--- src/rtl/pool_ctrl_pkg.sv ---
// Shared types and default dimensions for the conv1 -> 2x2 max-pool stream controller.
package pool_ctrl_pkg;

    typedef enum logic [2:0] {
        IDLE,
        CLR,
        STREAM,
        DRAIN,
        DONE
    } pool_ctrl_state_t;

    localparam int POOL_IN_DIM  = 28;
    localparam int POOL_OUT_DIM = POOL_IN_DIM / 2;
    localparam int POOL_MAPS    = 6;

endpackage

--- src/rtl/pool_credit_cnt.sv ---
// Up/down saturating credit counter for the pooled-output buffer downstream of the pool.
// A take and a give in the same cycle cancel; a give while already full saturates and
// raises a sticky overflow flag. A load restores the full count and clears the flag.
module pool_credit_cnt #(
    parameter  int MAX_CREDITS = 4,
    localparam int CW          = $clog2(MAX_CREDITS + 1)
) (
    input  logic          i_clk,
    input  logic          i_rst_n,
    input  logic          i_load,
    input  logic          i_take,
    input  logic          i_give,
    output logic [CW-1:0] o_credits,
    output logic          o_overflow
);

    localparam logic [CW-1:0] FULL = CW'(MAX_CREDITS);
    localparam logic [CW-1:0] ONE  = CW'(1);

    logic [CW-1:0] credits_q, credits_d;
    logic          ovf_q, ovf_d;

    // Next credit count and overflow flag from load/take/give.
    always_comb begin
        // NOTE: every signal assigned here gets a default first, so no path leaves it unassigned and no latch is inferred.
        credits_d = credits_q;
        ovf_d     = ovf_q;
        if (i_load) begin
            credits_d = FULL;
            ovf_d     = 1'b0;
        end else if (i_take && !i_give) begin
            credits_d = credits_q - ONE;
        end else if (i_give && !i_take) begin
            if (credits_q == FULL) begin
                ovf_d = 1'b1;
            end else begin
                credits_d = credits_q + ONE;
            end
        end
    end

    // Credit and overflow registers; reset leaves the buffer fully available.
    always_ff @(posedge i_clk or negedge i_rst_n) begin
        if (!i_rst_n) begin
            credits_q <= FULL;
            ovf_q     <= 1'b0;
        end else begin
            // NOTE: non-blocking assignments so every register samples the pre-edge values.
            credits_q <= credits_d;
            ovf_q     <= ovf_d;
        end
    end

    assign o_credits  = credits_q;
    assign o_overflow = ovf_q;

endmodule

--- src/rtl/pool_stream_ctrl.sv ---
// Frame sequencer between the conv1 beat stream and the 2x2 max-pool stage.
// Clears the pool, admits IN_DIM*IN_DIM beats in raster order, holds back window-closing
// beats until a downstream credit is available, then waits for the remaining pooled
// outputs (bounded by TIMEOUT) before pulsing done.
module pool_stream_ctrl
    import pool_ctrl_pkg::*;
#(
    parameter  int IN_DIM      = POOL_IN_DIM,
    parameter  int OUT_CREDITS = 4,
    parameter  int TIMEOUT     = 64,
    localparam int RC_W        = $clog2(IN_DIM),
    localparam int CR_W        = $clog2(OUT_CREDITS + 1)
) (
    input  logic            i_clk,
    input  logic            i_rst_n,
    input  logic            i_start,
    output logic            o_busy,
    output logic            o_done,
    output logic            o_err_timeout,
    output logic            o_err_credit,
    input  logic            i_conv_valid,
    output logic            o_conv_ready,
    output logic            o_pool_valid,
    output logic            o_pool_clr,
    output logic [RC_W-1:0] o_row,
    output logic [RC_W-1:0] o_col,
    input  logic            i_pool_valid,
    input  logic            i_credit_return,
    output logic [CR_W-1:0] o_credits
);

    localparam int OUT_TOTAL = (IN_DIM / 2) * (IN_DIM / 2);
    localparam int OUT_W     = $clog2(OUT_TOTAL + 1);
    localparam int TMO_W     = $clog2(TIMEOUT);

    localparam logic [RC_W-1:0]  RC_LAST   = RC_W'(IN_DIM - 1);
    localparam logic [RC_W-1:0]  RC_ONE    = RC_W'(1);
    localparam logic [OUT_W-1:0] OUT_FINAL = OUT_W'(OUT_TOTAL);
    localparam logic [OUT_W-1:0] OUT_ONE   = OUT_W'(1);
    localparam logic [TMO_W-1:0] TMO_LAST  = TMO_W'(TIMEOUT - 1);
    localparam logic [TMO_W-1:0] TMO_ONE   = TMO_W'(1);

    pool_ctrl_state_t state_q, state_d;
    logic [RC_W-1:0]  row_q, row_d, col_q, col_d;
    logic [OUT_W-1:0] out_cnt_q, out_cnt_d;
    logic [TMO_W-1:0] tmo_cnt_q, tmo_cnt_d;
    logic             err_tmo_q, err_tmo_d;

    logic producing;
    logic accept;
    logic start_acc;
    logic count_pool;

    // Odd row and odd column: this beat closes a 2x2 window and will yield a pooled vector.
    assign producing  = row_q[0] & col_q[0];
    assign o_conv_ready = (state_q == STREAM) & (~producing | (o_credits != '0));
    assign accept     = i_conv_valid & o_conv_ready;
    assign start_acc  = (state_q == IDLE) & i_start;
    assign count_pool = (state_q != IDLE) && (state_q != CLR);

    // Credits are reserved when a producing beat is accepted, one cycle ahead of its pool result.
    pool_credit_cnt #(
        .MAX_CREDITS (OUT_CREDITS)
    ) u_credit (
        .i_clk      (i_clk),
        .i_rst_n    (i_rst_n),
        .i_load     (start_acc),
        .i_take     (accept & producing),
        .i_give     (i_credit_return),
        .o_credits  (o_credits),
        .o_overflow (o_err_credit)
    );

    // Frame FSM next state plus raster, output and drain-timeout counters.
    always_comb begin
        state_d   = state_q;
        row_d     = row_q;
        col_d     = col_q;
        out_cnt_d = out_cnt_q;
        tmo_cnt_d = tmo_cnt_q;
        err_tmo_d = err_tmo_q;

        case (state_q)
            IDLE: begin
                if (i_start) begin
                    state_d   = CLR;
                    row_d     = '0;
                    col_d     = '0;
                    out_cnt_d = '0;
                    err_tmo_d = 1'b0;
                end
            end
            CLR: state_d = STREAM;
            STREAM: begin
                if (accept) begin
                    if (col_q == RC_LAST) begin
                        col_d = '0;
                        if (row_q == RC_LAST) begin
                            row_d   = '0;
                            state_d = DRAIN;
                        end else begin
                            row_d = row_q + RC_ONE;
                        end
                    end else begin
                        col_d = col_q + RC_ONE;
                    end
                end
            end
            DRAIN: begin
                // The pooled output arriving this cycle already counts toward completion.
                if ((out_cnt_q + OUT_W'(i_pool_valid)) == OUT_FINAL) begin
                    state_d = DONE;
                end else if (tmo_cnt_q == TMO_LAST) begin
                    state_d   = DONE;
                    err_tmo_d = 1'b1;
                end else begin
                    tmo_cnt_d = tmo_cnt_q + TMO_ONE;
                end
            end
            DONE:    state_d = IDLE;
            default: state_d = IDLE;
        endcase

        if (count_pool && i_pool_valid) begin
            out_cnt_d = out_cnt_q + OUT_ONE;
        end
        if (state_q != DRAIN) begin
            tmo_cnt_d = '0;
        end
    end

    // Controller state registers.
    always_ff @(posedge i_clk or negedge i_rst_n) begin
        if (!i_rst_n) begin
            state_q   <= IDLE;
            row_q     <= '0;
            col_q     <= '0;
            out_cnt_q <= '0;
            tmo_cnt_q <= '0;
            err_tmo_q <= 1'b0;
        end else begin
            state_q   <= state_d;
            row_q     <= row_d;
            col_q     <= col_d;
            out_cnt_q <= out_cnt_d;
            tmo_cnt_q <= tmo_cnt_d;
            err_tmo_q <= err_tmo_d;
        end
    end

    assign o_busy        = (state_q != IDLE);
    assign o_done        = (state_q == DONE);
    assign o_pool_clr    = (state_q == CLR);
    assign o_pool_valid  = accept;
    assign o_err_timeout = err_tmo_q;
    assign o_row         = row_q;
    assign o_col         = col_q;

endmodule

--- config.mk ---
export PLATFORM = sky130hd
export DESIGN_NAME = pool_stream_ctrl
export DESIGN_NICKNAME = d
export VERILOG_FILES = /design/src/rtl/pool_ctrl_pkg.sv /design/src/rtl/pool_credit_cnt.sv /design/src/rtl/pool_stream_ctrl.sv
export SDC_FILE = /design/constraint.sdc
export NUM_CORES = 1
export LEC_CHECK = 0
export CORE_MARGIN = 8
export CORE_UTILIZATION = 49
export DETAILED_ROUTE_END_ITERATION = 6
export HOLD_SLACK_MARGIN = 0.12
export PLACE_DENSITY_LB_ADDON = 0.08
export SLEW_MARGIN = 20
export SYNTH_ARGS = -nofsm -noshare
export SYNTH_HDL_FRONTEND = slang
export SYNTH_HIERARCHICAL = 1
export SYNTH_SLANG_ARGS = --single-unit
--- constraint.sdc ---
create_clock -name i_clk -period 6.55 [get_ports i_clk]
set_input_delay 1.31 -clock i_clk [delete_from_list [all_inputs] [get_ports i_clk]]
set_output_delay 1.31 -clock i_clk [all_outputs]
set_load 0.01 [all_outputs]
Word level (Yosys, flattened, before mapping)

Cells that the tools add are included.

Register bits: 32
Output and inout port bits: 20

Bitwise operators: 7
Mux-type cells: 34
Reductions and logical operators: 25
Add/subtract/negate cells: 7
Equal/unequal tests: 22

Operators by type and width:

| operator                                                                | count |
|---|---|
| 3-bit two-way mux                                                       | 10 |
| 5-bit two-way mux                                                       | 6 |
| 6-bit two-way mux                                                       | 4 |
| 8-bit two-way mux                                                       | 3 |
| 5-bit case mux with 2 select lines                                      | 2 |
| 2-bit nonzero test                                                      | 7 |
| 3-bit case mux with 4 select lines                                      | 1 |
| 5-bit by 1-bit adder with 5-bit output, second input constant           | 2 |
| 5-bit == test, second input constant                                    | 2 |
| 2-bit inequality test, second input constant                            | 5 |
| 3-bit AND reduction                                                     | 3 |
| 3-bit nonzero test                                                      | 3 |
| 8-bit by 1-bit adder with 8-bit output                                  | 1 |
| 8-bit by 1-bit adder with 8-bit output, second input constant           | 1 |
| 8-bit == test, second input constant                                    | 1 |
| 2-bit by 1-bit inequality test with 1-bit output, second input constant | 4 |
| 4-bit AND reduction                                                     | 2 |
| 1-bit two-way mux                                                       | 7 |
| 6-bit by 1-bit adder with 6-bit output, second input constant           | 1 |
| 3-bit by 2-bit == test with 1-bit output, second input constant         | 2 |
| 3-bit == test, second input constant                                    | 2 |
| 6-bit == test, second input constant                                    | 1 |
| 3-bit by 2-bit inequality test with 1-bit output, second input constant | 2 |
| 1-bit bitwise AND                                                       | 5 |
| 13 further kinds                                                        | 18 |

Depth between registers and ports, before layout

Gate-level depths: netlist (run 1).

Depth in word-level cells: 11
Depth in mapped cells: 11
Mapped depth without buffers: 9

Modules after synthesis

The synthesis (run 1) kept the hierarchy.

Modules (own cells, without submodules):

| module           | cells an instance | times used | area an instance (um2) |
|---|---|---|---|
| pool_stream_ctrl | 167               | 1          | 1541.5 |
| pool_credit_cnt  | 32                | 1          | 311.5 |

Worst setup path after synthesis (run 1)

No wires, ideal clock.

Path kind: input-to-reg
Start point: in i_conv_valid
End point: reg u_credit.credits_q[2] (netlist: u_credit/o_credits[2])
Data required time: 6462 ps
Stages: 10
Arrival time: 3018 ps
Path buffers: 1
Path slack: 3444 ps
Setup time: 88 ps
Cells stage by stage: nand4bb_1 -> o21bai_2 -> nor2_1 -> buf_2 -> nor2b_1 -> xor2_1 -> ha_1 -> and3b_1 -> a2111oi_2 -> o21ai_1

Word-level cells in the longest chain between the ends: 6
Elaborated cells on any way between the ends: 10

Ends and longest elaborated chain:

| item                                 | RTL line               | source |
|---|---|---|
| start, declared                      | pool_stream_ctrl.sv:21 | `input logic i_conv_valid,` |
| 1-bit bitwise AND *                  | pool_stream_ctrl.sv:57 | `assign accept = i_conv_valid & o_conv_ready;` |
| 1-bit bitwise AND *                  | pool_stream_ctrl.sv:68 | `.i_take (accept & producing),` |
| 1-bit zero test                      | pool_credit_cnt.sv:33  | `end else if (i_give && !i_take) begin` |
| 1-bit logical AND                    | pool_credit_cnt.sv:33  |  |
| 3-bit nonzero test (no source line)  | --                     |  |
| 2-bit AND reduction (no source line) | --                     |  |
| end signal, assigned                 | pool_credit_cnt.sv:49  | `credits_q <= credits_d;` |
| end, declared                        | pool_credit_cnt.sv:20  | `logic [CW-1:0] credits_q, credits_d;` |

Every way passes the cells marked *; elsewhere a longest branch is shown, timed or not.
A chain may end at the register's enable or synchronous reset.

Worst setup path in the final report (run 1)

Start point: in i_conv_valid
End point: out o_pool_valid

Word-level cells in the longest chain between the ends: 1

Ends and longest elaborated chain:

| item              | RTL line               | source |
|---|---|---|
| 1-bit bitwise AND | pool_stream_ctrl.sv:57 |  |
| end, declared     | pool_stream_ctrl.sv:23 | `output logic o_pool_valid,` |

No other way between the ends.

==> qor.txt, run 1 <==
Outcome - complete, no violations
Area Growth Syn to Fin - 18.3%
Hold buffers post-CTS - 0
Peak supply drop - 215 uV
DR vias/cell - 5.76
Worst R2R Setup Slack - 3.61 ns
Post-synth cell types - 51
DR DRC count - 0
Final Non-Filler Cells - 272
Cell count after synthesis - 199
Crit path required time - 5.24 ns
Mapped Area - 0.00185 sq mm
Worst setup EP type - primary output
Largest area contributor in the netlist - dfrtp_1
DR iter-0 viols - 118
Post-synthesis async set-or-reset flop share - 1.00
GRT overflow - 0
Max-capacitance violation count - 0
Horiz. Die Dim - 77.5 um
Worst Slack Setup Final - 2.43 ns
Vias in the first global route - 1539
Sequential Power Share - 0.411
Unrepaired setup endpoints after global routing - false
CTS tree - built
Vias - 1568
Largest net degree at the start of global routing - 33
Clk pin slew, worst setup/hold paths - 0.07 ns
Fin crit share - 0.630
GR Util All Layers - 0.144
Wirelength per Cell - 14.9 um
Fraction of layout cells with a size suffix above 1 - 0.0625
Most common flop cell mapped by yosys - dfrtp_1
Routability cong. - 0.826
Antenna Cells - 0
Site Rows - 22
Final Hold Vio Count - 0
Setup crit start kind - input pin
Die H - 77.5 um
EDFF count, synth - 0
Final #Nets - 236
CP max FO - 7
Final setup viols - 0
Setup WS pre-CTS - 2.44 ns
Port Buffers - 25
Final wirelength - 4.06 mm
Synth top area cells - dfrtp_1 (42%), nand3_1 (5.1%), ha_1 (4.7%)
Net count after synthesis - 212
I/O pins - 26
#FFs+latches synth - 32
Final Skew - 0.00852 ns
Skew-Pair Late Insertion Delay - 0.28 ns
DP Area - 0.00211 sq mm
Logic pwr share - 0.410
Clock share of power - 0.179
Avg Inst Size Synth - 9.31 sq um
Max_slew headroom - 0.606
CTS Buf Count - 5
Drt pass-1 iters - 4
ANT nets after route - 0
Fin Hold WS - 0.500 ns
DIE AREA - 0.00601 sq mm
Hold path cells - 1
Fin Setup TNS - 0 ns
CP Data Arrival Time - 2.81 ns
Starting Density - 0.506
Root Buffer - clkbuf_8
Cell internal pwr - 495 uW
Longest Clk Path Bufs - 2
Sequential area share after synthesis - 0.433
Pwr/cell area - 371 mW/mm^2
# Post-CTS Setup Buffers - 0
Htree depth - 2
Psw - 317 uW
Crit path kind - input pin to primary output
First-pass GRT wire length - 7.09 mm
Initial antenna violation count - 0
Final Instance Area - 0.00219 sq mm
Post_cts resized - 0
Clk sinks - 32
Hold WC Path Type - register to register
Placed Instances - 264
Dpl hpwl - 2.92 mm
Cell leakage power - 0.000951 uW
Peak Freq - 242 MHz
YS warnings - 6
Switching share of power - 0.391
Worst R2R Path Depth - 9
Worst-Margin Slew - 0.589 ns
Max-slew violations - 0
Clock period minus worst slack - 4.12 ns
Core ar. - 0.00366 sq mm
Top-area cell type share of the netlist area - 0.419
-- sequential cells by signal (all words and copies together), names as in the netlist --
| signal | cells |
|---|---|
| o_err_timeout | 1 |
| state_q | 3 |
| out_cnt_q | 8 |
| o_row | 5 |
| u_credit/o_overflow | 1 |
| tmo_cnt_q | 6 |
| u_credit/o_credits | 3 |
| o_col | 5 |
-- metal layers --
layer  up-vias  global-route usage  part of all wire
li1        765                   -                 -
met1       751               0.164              0.44
met2        42               0.235              0.48
met3        10              0.0645             0.064
met4         0              0.0509             0.020
met5         -                   0                 0
-- cells by family (layout without fill, tap and decap cells) --
logic type / after synthesis / after routing / synth area share
buf+inv: 18 / 43 / 0.0506
simple gates: 83 / 83 / 0.240
mux: 5 / 5 / 0.0270
xor+xnor: 5 / 5 / 0.0236
flops: 32 / 32 / 0.433
fa+ha+maj: 7 / 7 / 0.0473
compound gates: 49 / 49 / 0.179
-- worst max-delay path, stage by stage --
cell             delay (ns)
clkdlybuf4s50_1        0.47
nand4bb_1              0.14
o21bai_2               0.28
inv_1                  0.08
clkdlybuf4s50_1        0.53
-- layout make-up --
type,instances,area (sq um)
fillers,328,1470
inverters,9,33.8
clock buffers,7,76.3
flip-flops and latches,32,802
clock inverters,1,5.00
well taps,48,60.1
multi-input cells,149,957
repair buffers,26,258
-- final timing paths --
path,startpoint,endpoint
worst max-delay path,i_conv_valid,o_pool_valid
worst min-delay path,out_cnt_q[7],out_cnt_q[7]
worst max register to register,state_q[2],u_credit/o_credits[2]
worst min register to register,out_cnt_q[7],out_cnt_q[7]
max in group asynchronous,i_rst_n,u_credit/o_credits[2]
min in group asynchronous,i_rst_n,tmo_cnt_q[4]
-- through the flow --
stage	power, uW	utilization
final	813	0.599
after global routing	880	0.599
after detailed placement	668	0.577
after floorplan	537	-
after CTS	819	0.599
after global placement	652	0.577
-- synth_stat cells (2+ instances only) --
| cell | number |
|---|---|
| a21oi_1 | 10 |
| a31oi_1 | 2 |
| and2_1 | 2 |
| and3b_1 | 3 |
| buf_2 | 6 |
| dfrtp_1 | 31 |
| ha_1 | 7 |
| inv_1 | 9 |
| mux2i_1 | 5 |
| nand2_1 | 22 |
| nand2b_1 | 2 |
| nand3_1 | 19 |
| nand4_1 | 2 |
| nand4bb_1 | 2 |
| nor2_1 | 11 |
| nor2b_1 | 3 |
| nor3_1 | 2 |
| nor3b_1 | 2 |
| o21ai_0 | 6 |
| o21ai_1 | 13 |
| or3_1 | 5 |
| or3b_1 | 2 |
| xor2_1 | 5 |
-- placed cells by master (no fill, tap or decap), drive strengths merged, types with 2 or more instances in the layout --
| master | Yosys | layout |
|---|---|---|
| dfrtp | 31 | 31 |
| clkdlybuf4s50 | 0 | 25 |
| nand2 | 22 | 22 |
| nand3 | 19 | 19 |
| o21ai | 19 | 19 |
| nor2 | 11 | 11 |
| a21oi | 10 | 10 |
| inv | 9 | 9 |
| ha | 7 | 7 |
| clkbuf | 1 | 7 |
| or3 | 5 | 5 |
| xor2 | 5 | 5 |
| mux2i | 5 | 5 |
| and3b | 3 | 3 |
| nor2b | 3 | 3 |
| nor3 | 3 | 3 |
| nor3b | 2 | 2 |
| nand4bb | 2 | 2 |
| or3b | 2 | 2 |
| nand4 | 2 | 2 |
| and2 | 2 | 2 |
| nand2b | 2 | 2 |
| a31oi | 2 | 2 |
| o21bai | 2 | 2 |
| a211oi | 2 | 2 |
| a2111oi | 2 | 2 |
-- power by group through the flow --
stage | combinational, uW | sequential [uW] | clock, uW
global route | 373 | 345 | 161
CTS | 336 | 333 | 150
global placement | 320 | 332 | 0
detailed placement | 333 | 335 | 0
finish | 333 | 334 | 145
floorplan | 213 | 324 | 0
(Power assumes the default switching activity.)
==> run 2: changes to the inputs <==
- clock period: 6.55 -> 3.5 ns (I/O delays scaled with it)
==> qor.txt, run 2 (synthesized netlist as in run 1, its figures left out) <==
Outcome - complete, no violations
Register Area - 802 sq um
ANT nets after route - 0
CTS Buf Count - 5
# Post-CTS Setup Buffers - 0
First-pass GRT wire length - 7.13 mm
Dpl hpwl - 2.88 mm
Htree depth - 2
Final Skew - 0.0107 ns
CP top delay family - buffers and inverters
Largest register FFs - 8
Core ar. - 0.00366 sq mm
Vias - 1552
I/O pins - 26
Reg-to-Reg Start - u_credit/o_credits[1]
CP max-delay cell - clkdlybuf4s50_1
Setup crit start kind - input pin
CTS tree - built
Crit path required time - 2.80 ns
Wirelength per Cell - 14.7 um
Final Hold Vio Count - 0
Drt pass-1 iters - 4
Fin Hold WS - 0.486 ns
Vias in the first global route - 1597
Final wirelength - 4.01 mm
Unrepaired setup endpoints after global routing - false
Pwr/cell area - 687 mW/mm^2
Final #Nets - 238
Port Buffers - 25
Initial antenna violation count - 0
Horiz. Die Dim - 77.5 um
Commonest non-fill, non-tap cell in the layout - dfrtp_1
DR vias/cell - 5.68
Cell leakage power - 0.000960 uW
CP Data Arrival Time - 2.15 ns
Max_slew headroom - 0.720
Clk pin slew, worst setup/hold paths - 0.06 ns
Area Growth Syn to Fin - 18.9%
Root Buffer - clkbuf_8
Max layer used - met4
Fin crit share - 0.814
M1 WL - 1.87 mm
CP most frequent cell - clkdlybuf4s50_1
Worst-Margin Slew - 0.414 ns
DIE AREA - 0.00601 sq mm
Register with the most flip-flops - out_cnt_q
WHS Endpoint - out_cnt_q[7]
Max-slew violations - 0
Worst R2R Path Depth - 9
Largest net degree at the start of global routing - 33
Top flop regs - out_cnt_q (8), tmo_cnt_q (6)
Clock period minus worst slack - 2.85 ns
Worst path depth - 5
Hold WC Path Type - register to register
Multi-input gate area - 957 sq um
HP Start - out_cnt_q[7]
Critical path cell sequence - clkdlybuf4s50_1, nand4bb_1, o21bai_2, inv_1, clkdlybuf4s50_1
Die H - 77.5 um
Post_cts resized - 0
Final setup viols - 0
RR Endpoint - u_credit/o_credits[2]
Fraction of layout cells with a size suffix above 1 - 0.0711
Hold buffers post-CTS - 0
Starting Density - 0.506
Slowest stage delay, CP - 0.53 ns
Longest Clk Path Bufs - 2
Site Rows - 22
Worst setup EP type - primary output
Skew-Pair Late Insertion Delay - 0.28 ns
Met3 wire length - 259 um
Routability cong. - 0.841
GR Util All Layers - 0.142
Clk sinks - 32
Antenna Cells - 0
Most frequent cells in the layout - dfrtp_1 (31), clkdlybuf4s50_1 (25), nand2_1 (22)
Peak supply drop - 344 uV
CP max FO - 7
Hold path cells - 1
DR DRC count - 0
Fin Setup TNS - 0 ns
Met2 WL - 1.83 mm
Worst R2R Setup Slack - 0.94 ns
Critical path buffers and inverters - 3
DR iter-0 viols - 90
GRT overflow - 0
Peak Freq - 351 MHz
Max-capacitance violation count - 0
Crit path kind - input pin to primary output
Fill count - 340
==> run 2: changes by cell type in the layout (fill, tap and decap cells not counted) <==
cell      delta
buf_4        +2
clkbuf_1     -1
==> run 2: layout make-up <==
type                            count  share of cell area
Tap cell                           48              0.0273
Clock buffer                        6              0.0329
Timing Repair Buffer               28               0.124
Multi-Input combinational cell    149               0.434
Clock inverter                      1             0.00227
Inverter                            9              0.0153
Sequential cell                    32               0.364
==> run 2: where the power goes <==
| part | leakage (uW) | switching [uW] | internal [uW] | total, uW |
|---|---|---|---|---|
| logic | 0.000507 | 302 | 318 | 620 |
| registers | 0.000412 | 155 | 473 | 628 |
| clock network | 0.0000410 | 131 | 135 | 266 |
| total | 0.000960 | 588 | 926 | 1510 |
==> run 2: routing by layer <==
metal,vias up,GRT usage
li1,769,-
met2,41,0.227
met1,735,0.171
met3,7,0.0541
met4,0,0.0491
met5,-,0
==> run 2: worst max path at each step <==
| stage | startpoint | to | slack, ns |
|---|---|---|---|
| after global placement | i_conv_valid | u_credit/o_credits[2] | 0.63 |
| final | i_conv_valid | o_pool_valid | 0.65 |
| after floorplan | i_conv_valid | u_credit/o_credits[2] | 1.00 |
| after detailed placement | i_conv_valid | u_credit/o_credits[2] | 0.51 |
| after CTS | i_conv_valid | o_pool_valid | 0.65 |
| after global routing | i_conv_valid | u_credit/o_credits[2] | 0.53 |
==> run 2: metrics by stage <==
| stage | std cells | utilization | area (sq um) | total power (uW) | setup WS (ns) |
|---|---|---|---|---|---|
| finish | 273 | 0.602 | 2200 | 1510 | 0.651 |
| global route | 273 | 0.602 | 2200 | 1640 | 0.531 |
| CTS | 273 | 0.602 | 2200 | 1530 | 0.649 |
| detailed placement | 266 | 0.581 | 2130 | 1260 | 0.507 |
| global placement | 266 | 0.581 | 2130 | 1230 | 0.627 |
| floorplan | 199 | - | 1850 | 1000 | 1.00 |
